==> src/rtl/seg_scan.sv <==
// Time-multiplexed scanner for an 8-digit active-low seven-segment display.
// Each frame snapshots all patterns, then shows every digit for DWELL clocks with BLANK-clock gaps between digits.

module seg_snap_cell (
  input  logic       clk,
  input  logic       rst,
  input  logic       ld,
  input  logic [7:0] d,
  output logic [7:0] q
);
  always_ff @(posedge clk) begin
    if (rst)     q <= 8'hFF;
    else if (ld) q <= d;
  end
endmodule

module seg_scan #(
  parameter int DWELL = 50,
  parameter int BLANK = 2
) (
  input  logic       clk,
  input  logic       rst,
  input  logic       i_en,
  input  logic [7:0] i_seg0,
  input  logic [7:0] i_seg1,
  input  logic [7:0] i_seg2,
  input  logic [7:0] i_seg3,
  input  logic [7:0] i_seg4,
  input  logic [7:0] i_seg5,
  input  logic [7:0] i_seg6,
  input  logic [7:0] i_seg7,
  output logic [7:0] o_seg,
  output logic [7:0] o_an,
  output logic       o_frame
);
  localparam int NUM_DIG = 8;
  localparam logic [1:0] S_IDLE = 2'd0;
  localparam logic [1:0] S_LOAD = 2'd1;
  localparam logic [1:0] S_SHOW = 2'd2;
  localparam logic [1:0] S_GAP  = 2'd3;

  localparam logic [31:0] DWELL_LAST = 32'(DWELL - 1);
  localparam logic [31:0] BLANK_LAST = 32'(BLANK - 1);
  localparam bit          HAS_GAP    = (BLANK > 0);

  logic [1:0]  state, state_nx;
  logic [2:0]  idx, idx_nx;
  logic [31:0] cnt, cnt_nx;
  logic [NUM_DIG-1:0][7:0] seg_in, snap;
  logic        load;
  logic [7:0]  show_seg;

  assign seg_in = {i_seg7, i_seg6, i_seg5, i_seg4, i_seg3, i_seg2, i_seg1, i_seg0};
  assign load   = (state == S_LOAD);

  genvar k;
  generate
    for (k = 0; k < NUM_DIG; k++) begin : g_snap
      seg_snap_cell u_cell (
        .clk (clk),
        .rst (rst),
        .ld  (load),
        .d   (seg_in[k]),
        .q   (snap[k])
      );
    end
  endgenerate

  always_comb begin
    state_nx = state;
    idx_nx   = idx;
    cnt_nx   = cnt;
    case (state)
      S_IDLE: if (i_en) state_nx = S_LOAD;
      S_LOAD: begin
        idx_nx   = 3'd0;
        cnt_nx   = 32'd0;
        state_nx = S_SHOW;
      end
      S_SHOW: begin
        if (cnt == DWELL_LAST) begin
          cnt_nx = 32'd0;
          if (HAS_GAP)          state_nx = S_GAP;
          else if (idx == 3'd7) state_nx = S_LOAD;
          else                  idx_nx   = idx + 3'd1;
        end else begin
          cnt_nx = cnt + 32'd1;
        end
      end
      default: begin
        if (cnt == BLANK_LAST) begin
          cnt_nx = 32'd0;
          if (idx == 3'd7) state_nx = S_LOAD;
          else begin
            idx_nx   = idx + 3'd1;
            state_nx = S_SHOW;
          end
        end else begin
          cnt_nx = cnt + 32'd1;
        end
      end
    endcase
    // Disable discards the frame; re-enable always restarts from LOAD.
    if (!i_en) begin
      state_nx = S_IDLE;
      idx_nx   = 3'd0;
      cnt_nx   = 32'd0;
    end
  end

  // Leaving LOAD the snapshot isn't written yet, so digit 0 comes straight from the inputs.
  assign show_seg = load ? seg_in[0] : snap[idx_nx];

  always_ff @(posedge clk) begin
    if (rst) begin
      state   <= S_IDLE;
      idx     <= 3'd0;
      cnt     <= 32'd0;
      o_seg   <= 8'hFF;
      o_an    <= 8'hFF;
      o_frame <= 1'b0;
    end else begin
      state   <= state_nx;
      idx     <= idx_nx;
      cnt     <= cnt_nx;
      o_frame <= (state_nx == S_LOAD);
      if (state_nx == S_SHOW) begin
        o_an  <= ~(8'd1 << idx_nx);
        o_seg <= show_seg;
      end else begin
        o_an  <= 8'hFF;
        o_seg <= 8'hFF;
      end
    end
  end
endmodule
==> config.mk <==
export PLATFORM = sky130hd
export DESIGN_NAME = seg_scan
export DESIGN_NICKNAME = d
export VERILOG_FILES = /design/src/rtl/seg_scan.sv
export SDC_FILE = /design/constraint.sdc
export NUM_CORES = 1
export LEC_CHECK = 0
export CAP_MARGIN = 0
export CORE_MARGIN = 1.5
export CORE_UTILIZATION = 57
export CTS_BUF_LIST = sky130_fd_sc_hd__clkbuf_16
export DETAILED_ROUTE_END_ITERATION = 8
export PLACE_DENSITY = 0.82
export SLEW_MARGIN = 15
export SYNTH_ARGS = -nofsm -noshare
export SYNTH_HDL_FRONTEND = slang
export SYNTH_HIERARCHICAL = 1
export SYNTH_SLANG_ARGS = --single-unit
==> constraint.sdc <==
create_clock -name clk -period 7.5 [get_ports clk]
set_input_delay 2.25 -clock clk [delete_from_list [all_inputs] [get_ports clk]]
set_output_delay 2.25 -clock clk [all_outputs]
set_load 0.02 [all_outputs]
* Word-level counts from Yosys, hierarchy flattened
Cells that the tools add are included.
** Cells by class
- Add/subtract/negate cells :: 2
- Multiply operators :: 0
- Divide/modulo/power cells :: 0
- $lt $le $gt $ge :: 1
- Equality and inequality tests :: 7
- Shift operators :: 1
- Muxes and demuxes :: 15
- Bitwise gates (word level) :: 3
- Reductions and logical operators :: 4
** Operator list (number)
- $pmux 32 s3 :: 1
- $mux 32 :: 2
- $add 32x1->32 const B :: 1
- $eq 32x1->1 const B :: 1
- $eq 32x6->1 const B :: 1
- $bmux 8 s3 :: 1
- $mux 8 :: 2
- $mux 3 :: 3
- $mux 2 :: 4
- $not 8->8 :: 1
- $shl 1x3->8 const A :: 1
- $pmux 2 s3 :: 1
- $pmux 3 s2 :: 1
- $reduce_or 2->1 :: 3
- $eq 2x1->1 const B :: 2
- $eq 2x2->1 const B :: 2
- $lt 3x4->1 const B :: 1
- $add 3x1->3 const B :: 1
- $eq 3x3->1 const B :: 1
- $logic_not 2->1 :: 1
- $not 1->1 :: 2
** Word-level totals
- Flip-flop bits (word level) :: 118
- Latch bits :: 0
- Memory bits (writable) :: 0
- ROM bits :: 0
- Bits of input ports :: 67
- Output and inout port bits :: 17
- Logic and storage cells :: 47
- Memories kept :: 0

* Logic depth before layout (Yosys ltp)
Gate-level depths: netlist of run 1.
- Depth after elaboration :: 8
- Mapped depth :: 11
- Mapped depth without buffers :: 9

* Cells and area by module
Netlist of run 1, hierarchy kept.
** By module, submodules not included
- seg_scan :: instances 1, cells each 372, area an instance 3209.3 um^2, sequential area each 1081.0 um^2
- seg_snap_cell :: instances 8, cells each 26, area an instance 302.8 um^2, sequential area each 160.2 um^2

* Least setup slack after synthesis of run 1
No wires, ideal clock.
- Kind :: input port to flip-flop
- From :: input port i_en
- To :: register o_seg[0]
- Setup time :: 122 ps
- Arrival time :: 3634 ps
- Data required time :: 7378 ps
- Path slack :: 3744 ps
- Cell stages on the path :: 8
- Path buffers :: 2
- Cell sequence :: buf_2 a41oi_1 nand4_1 a21bo_2 buf_2 mux2i_1 a22oi_1 a221o_1
** On the way
- Word-level cells in the longest chain between the ends :: 4
- Elaborated cells on any way between the ends :: 8
- Those cells by class :: eq/ne (1); mux (5); bitwise (1); reduce/logical (1)
** Ends and longest elaborated chain
- from (decl) :: RTL line 23 : input logic i_en,
- $mux 3 / $mux 2 (equally long branches) :: RTL line 104 : if (!i_en) begin
- $bmux 8 s3 / $eq 2x2->1 (equally long branches) :: RTL line 112, 127
- $mux 8 (implied by the code) / $not 1->1 (equally long branches)
- $mux 8 / $reduce_or 2->1 (equally long branches)
- to (signal assigned) :: RTL line 129 : o_seg <= show_seg;
- to (decl) :: RTL line 32 : output logic [7:0] o_seg,
Parallel ways exist; a longest one is shown, timed or not. The select of a mux whose other input is x is not followed.
A chain may end at the register's enable or synchronous reset.

* Worst setup path in the final report of run 1
- From :: input port i_en
- To :: register o_seg[1]
Same word-level chain as after synthesis.

==> summary.txt, run 1 <==
Syn_nets -> 654
Clk_lat worst skew -> 0.41 ns
Area Overhead vs Synth -> 24.3%
Crit Path Category -> in2reg
WL/cell -> 17.6 µm
Initial core utilization -> 58.2%
First DRT Iteration DRCs -> 347
Mapped cell area -> 5630 µm²
Average cell area after synthesis -> 9.71 µm²
First-pass GRT wire length -> 21900 µm
Htree depth -> 4
Post-Place Worst Slack -> 2.62 ns
Internal cell power -> 0.00127 W
Fillers -> 704
Pleak -> 2.61 nW
Max-slew violations -> 0
Sequential Power Share -> 41.2%
CTS tree -> done
Drt pass-1 iters -> 8
Most area-consuming cells after synthesis -> dfxtp_1, a211o_2, nor2b_1, mux2i_1, a211o_1
DRC errors left -> 0
Yosys warning total -> 6
Worst Setup Slack, final -> 2.96 ns
HPWL Detailed -> 9720 µm
Port bufs -> 83
Met2 routed WL -> 6170 µm
DR vias -> 4736
Die height -> 102 µm
Met1 WL -> 6540 µm
Setup TNS -> 0 ns
Core area -> 9680 µm²
Sw Share -> 23.6%
DR WL met3 -> 993 µm
Async set or reset register ratio after synthesis -> 0%
Cts repair resizes -> 0
Status -> completed
Yosys reg bits -> 118
Synth cell types -> 60
WP data required -> 7.79 ns
Routed Antenna Nets -> 0
Fin nets -> 723
Clock network power share -> 48.1%
CTS sink cnt -> 118
Clock root cell -> clkbuf_16
EDFF count, synth -> 0
Tmin final -> 4.54 ns
Unrepaired setup endpoints after global routing -> false
Pwr Density -> 237 nW/µm²
Fraction of layout cells with a size suffix above 1 -> 15.0%
Final instance area -> 7000 µm²
Postcts setup bufs -> 0
Inserted Clock Buffers -> 17
Post-synth top flop -> dfxtp_1
Vias in the first global route -> 4346
Worst Clk Skew -> 0.00754 ns
Max rail drop VDD -> 0.156 mV
Rows -> 36
Post-synthesis cell type with the largest combined area -> dfxtp_1
Initial antenna violation count -> 0
Largest net degree at the start of global routing -> 123
Post-route insts no fill -> 795
Power, Total -> 0.00166 W
Gate power share -> 10.7%
CP max FO -> 24
Hold Path Class -> reg2reg
Storage cell area -> 2360 µm²
Slew Limit Headroom -> 26.1%
CTS max path bufs -> 2
F_max -> 220 MHz
Worst-path clk slew -> 0.06 ns
Synth Instances -> 580
Final Wtd Congestion -> 0.862
NetSw -> 0.000392 W
Slew @ Worst Pin -> 1.11 ns
CTS Hold Buffers Added -> 0
Period utilisation layout -> 60.5%
Share of Yosys cell area claimed by the top area cell type -> 41.9%
Worst Path Arrival -> 4.83 ns
Startpoint Class -> primary input
Setup-failing EPs final -> 0
Antenna Diode Count -> 0
Max Used Layer -> met4
Synth cell count leaders -> dfxtp_1, nor2b_1, a211o_2, nor2_1, mux2i_1
GR Overflow Total -> 0
Top-count cell post-synth -> dfxtp_1
Avg Vias per Cell -> 5.96
Max cap viols -> 0
DIE AREA -> 10500 µm²
Sequential area share after synthesis -> 41.9%
DIE WIDTH -> 102 µm
IO Pins -> 84
Hold Vio Cnt, Final -> 0
Footprint of the multi-input gates -> 3010 µm²
Inst Count DP -> 763
Placed cell area -> 6410 µm²
GR Util All Layers -> 27.5%
WL final -> 14000 µm
Worst setup EP type -> flip-flop
[path summary, 6_finish.rpt]
kind	from	end	slack [ns]	cells past startpoint
worst max-delay path	i_en	o_seg[1]	2.96	6
worst max register to register	cnt[0]	o_seg[1]	4.18	8
worst min register to register	idx[2]	idx[2]	0.50	2
worst min-delay path	idx[2]	idx[2]	0.50	2
[cells by family (layout without fill, tap and decap cells)]
logic type,count (synthesis),after routing,share of synthesized area [%]
simple gates,235,235,24.1
compound gates,127,127,19.2
flops,118,118,41.9
buf+inv,43,125,4.78
mux,29,29,5.15
xor+xnor,21,21,3.27
fa+ha+maj,7,7,1.56
[power groups by stage]
stage | logic, W | registers (W) | clock network [W]
after CTS | 0.000177 | 0.000683 | 0.000809
after floorplan | 0.000119 | 0.000684 | 0
after global routing | 0.000195 | 0.000686 | 0.000837
after detailed placement | 0.000174 | 0.000695 | 0
final | 0.000178 | 0.000684 | 0.000800
after global placement | 0.000167 | 0.000697 | 0
[routing by layer]
layer	global-route usage [%]	vias to the layer above
met4	10.2	0
met5	0	-
met3	7.05	24
li1	-	2266
met2	40.0	188
met1	39.3	2258
[flip-flops by register name, summed over array words and instances, names as in the netlist]
| signal | cells |
|---|---|
| o_an | 8 |
| o_seg | 8 |
| idx | 3 |
| cnt | 32 |
| state | 2 |
| o_frame | 1 |
| g_snap.u_cell/q | 64 |
[through the flow]
step	hold WS, ns	util, %
2_1_floorplan	0.455	-
3_3_place_gp	0.481	66.2
3_5_place_dp	0.487	66.2
4_1_cts	0.495	72.3
5_1_grt	0.520	72.3
6_report	0.497	72.3
[cell usage in the layout, fill, tap and decap left out, drive strengths merged, types with 4 or more instances in the layout]
master	instances
a221oi	7
nand3	24
a21oi	15
clkinv	6
clkdlybuf4s50	82
xnor2	7
o21ai	8
or3	6
clkbuf	17
xor2	14
o211ai	4
clkinvlp	4
a211o	64
inv	10
a22oi	7
nand4	13
mux2i	29
dfxtp	118
nand2	28
or3b	5
nand2b	4
nor3	12
a221o	7
nor4	14
and2	4
nor2	38
ha	7
nor2b	72
[critical path: stages]
cell and delay, ns:
clkdlybuf4s50_1 0.67, nand3_1 0.15, o21a_1 0.55, nor2b_1 0.68, a22oi_1 0.20, a221o_1 0.33
[area by class of cell]
class                           instances  area share [%]
Clock buffer                           17            6.08
Sequential cell                       118            33.7
Multi-Input combinational cell        419            43.0
Timing Repair Buffer                   85            12.0
Inverter                                8           0.429
Tap cell                              133            2.38
Clock inverter                         15            2.32
No activity file was read; power rests on OpenSTA's default activity.
==> run 2, diff against run 1 <==
--- a/config.mk
+++ b/config.mk
@@ -7,10 +7,10 @@
 export LEC_CHECK = 0
 export CAP_MARGIN = 0
 export CORE_MARGIN = 1.5
-export CORE_UTILIZATION = 57
+export CORE_UTILIZATION = 49
 export CTS_BUF_LIST = sky130_fd_sc_hd__clkbuf_16
 export DETAILED_ROUTE_END_ITERATION = 8
-export PLACE_DENSITY = 0.82
+export PLACE_DENSITY = 0.75
 export SLEW_MARGIN = 15
 export SYNTH_ARGS = -nofsm -noshare
 export SYNTH_HDL_FRONTEND = slang
==> constraint.sdc (replaced) <==
create_clock -name clk -period 3.7 [get_ports clk]
set_input_delay 1.11 -clock clk [delete_from_list [all_inputs] [get_ports clk]]
set_output_delay 1.11 -clock clk [all_outputs]
set_load 0.02 [all_outputs]
==> summary.txt, run 2 (synthesized netlist as in run 1, its figures left out) <==
Status -> completed
Area Overhead vs Synth -> 24.4%
DIE AREA -> 12100 µm²
Met3 usage -> 6.76%
Buf/Inv on CP -> 1
HPWL Detailed -> 9700 µm
Hold Vio Cnt, Final -> 0
Pwr Density -> 459 nW/µm²
Max-slew violations -> 0
Final instance area -> 7010 µm²
Reg-to-reg slack, setup -> 0.83 ns
Crit Path Category -> in2reg
Clock root cell -> clkbuf_16
GR Overflow Total -> 0
GR Layer Usage met1 -> 29.0%
Post-Place Worst Slack -> 0.359 ns
First DRT Iteration DRCs -> 299
Worst-path clk slew -> 0.05 ns
Clk_lat worst skew -> 0.41 ns
CTS max path bufs -> 2
Routed Antenna Nets -> 0
Fraction of layout cells with a size suffix above 1 -> 14.9%
Slowest-stage cell, CP -> a21bo_2
Tmin final -> 2.94 ns
WL/cell -> 16.9 µm
Sequential Power Share -> 43.0%
Peak-usage layer in the global routing report -> met2
Core area -> 11000 µm²
Fin nets -> 730
Hold Path Class -> reg2reg
WP data required -> 4.00 ns
Worst Setup Slack, final -> 0.758 ns
Period utilisation layout -> 79.5%
Worst Clk Skew -> 0.00511 ns
Biggest regs -> g_snap.u_cell/q x64, cnt x32
Sw Share -> 22.8%
Unrepaired setup endpoints after global routing -> false
M2 GR Usage -> 39.2%
Inserted Clock Buffers -> 17
Setup TNS -> 0 ns
IO Pins -> 84
CTS Hold Buffers Added -> 0
Worst setup EP type -> flip-flop
Cts repair resizes -> 0
Antenna Diode Count -> 0
CP max FO -> 19
Largest register FFs -> 64
Most common cell after layout, fill and taps aside -> dfxtp_1
Largest net degree at the start of global routing -> 69
GR Util All Layers -> 23.7%
Gate power share -> 11.1%
Worst Path Arrival -> 3.24 ns
Setup-failing EPs final -> 0
F_max -> 340 MHz
Max rail drop VDD -> 0.453 mV
Port bufs -> 83
Slew @ Worst Pin -> 0.718 ns
Avg Vias per Cell -> 5.71
First-pass GRT wire length -> 21700 µm
Pleak -> 2.64 nW
NetSw -> 0.000734 W
Initial core utilization -> 51.1%
Max cap viols -> 0
Final Wtd Congestion -> 0.881
Htree depth -> 4
Postcts setup bufs -> 0
CP cell instances -> clkdlybuf4s50_1 -> a41oi_1 -> nand4_1 -> a21bo_2 -> and2b_2 -> a221oi_1 -> a221o_1
Startpoint Class -> primary input
DRC errors left -> 0
DIE WIDTH -> 110 µm
Largest reg by FF count -> g_snap.u_cell/q
Crit path max-delay family -> compound AO/OA/AOI/OAI gates
CTS sink cnt -> 118
Most frequent cells in the layout -> dfxtp_1, clkdlybuf4s50_1, nor2b_1
DR vias -> 4598
Worst path max stage delay -> 0.56 ns
CTS tree -> done
Die height -> 110 µm
Internal cell power -> 0.00248 W
Rows -> 38
Initial antenna violation count -> 0
Vias in the first global route -> 4445
Clock network power share -> 45.9%
WL final -> 13600 µm
Placed cell area -> 6490 µm²
Slew Limit Headroom -> 52.0%
Drt pass-1 iters -> 4
## run 2: worst register-to-register path: cells and delay by family (launching register included)
kind / cells / cell delay [ns]
simple gates: 4 / 1.10
flops: 1 / 0.43
fa+ha+maj: 1 / 0.19
compound gates: 3 / 1.03
## run 2: power groups by stage
| stage | clock network (W) | logic (W) | registers [W] |
|---|---|---|---|
| finish | 0.00148 | 0.000356 | 0.00138 |
| global route | 0.00156 | 0.000390 | 0.00139 |
| CTS | 0.00150 | 0.000356 | 0.00138 |
| detailed placement | 0 | 0.000354 | 0.00141 |
| global placement | 0 | 0.000345 | 0.00141 |
| floorplan | 0 | 0.000242 | 0.00139 |
## run 2: worst paths after layout
| path | start | end | cells past startpoint |
|---|---|---|---|
| setup reg to reg | cnt[0] | o_seg[1] | 8 |
| setup / recovery | i_en | o_seg[1] | 7 |
| hold / removal | idx[2] | idx[2] | 2 |
| hold reg to reg | idx[2] | idx[2] | 2 |
## run 2: final cells by class
type / count / area (µm²)
Fill cell: 907 / 4020
Multi-Input combinational cell: 419 / 3010
Sequential cell: 118 / 2360
Timing Repair Buffer: 92 / 906
Clock buffer: 17 / 425
Tap cell: 140 / 175
Clock inverter: 11 / 96.3
Inverter: 8 / 30.0
## run 2: stage by stage
step / hold WS, ns / utilization, % / instances / total power, W
2_1_floorplan: 0.455 / - / 580 / 0.00163
5_1_grt: 0.550 / 63.5 / 805 / 0.00334
3_3_place_gp: 0.482 / 58.8 / 777 / 0.00175
3_5_place_dp: 0.482 / 58.8 / 777 / 0.00176
4_1_cts: 0.500 / 63.5 / 805 / 0.00324
6_report: 0.509 / 63.5 / 805 / 0.00321
## run 2: routing by layer
layer  part of all wire (%)  up-vias
met3                    4.8       25
met4                    2.3        0
li1                       -     2274
met1                     44     2168
met5                      0        -
met2                     48      131
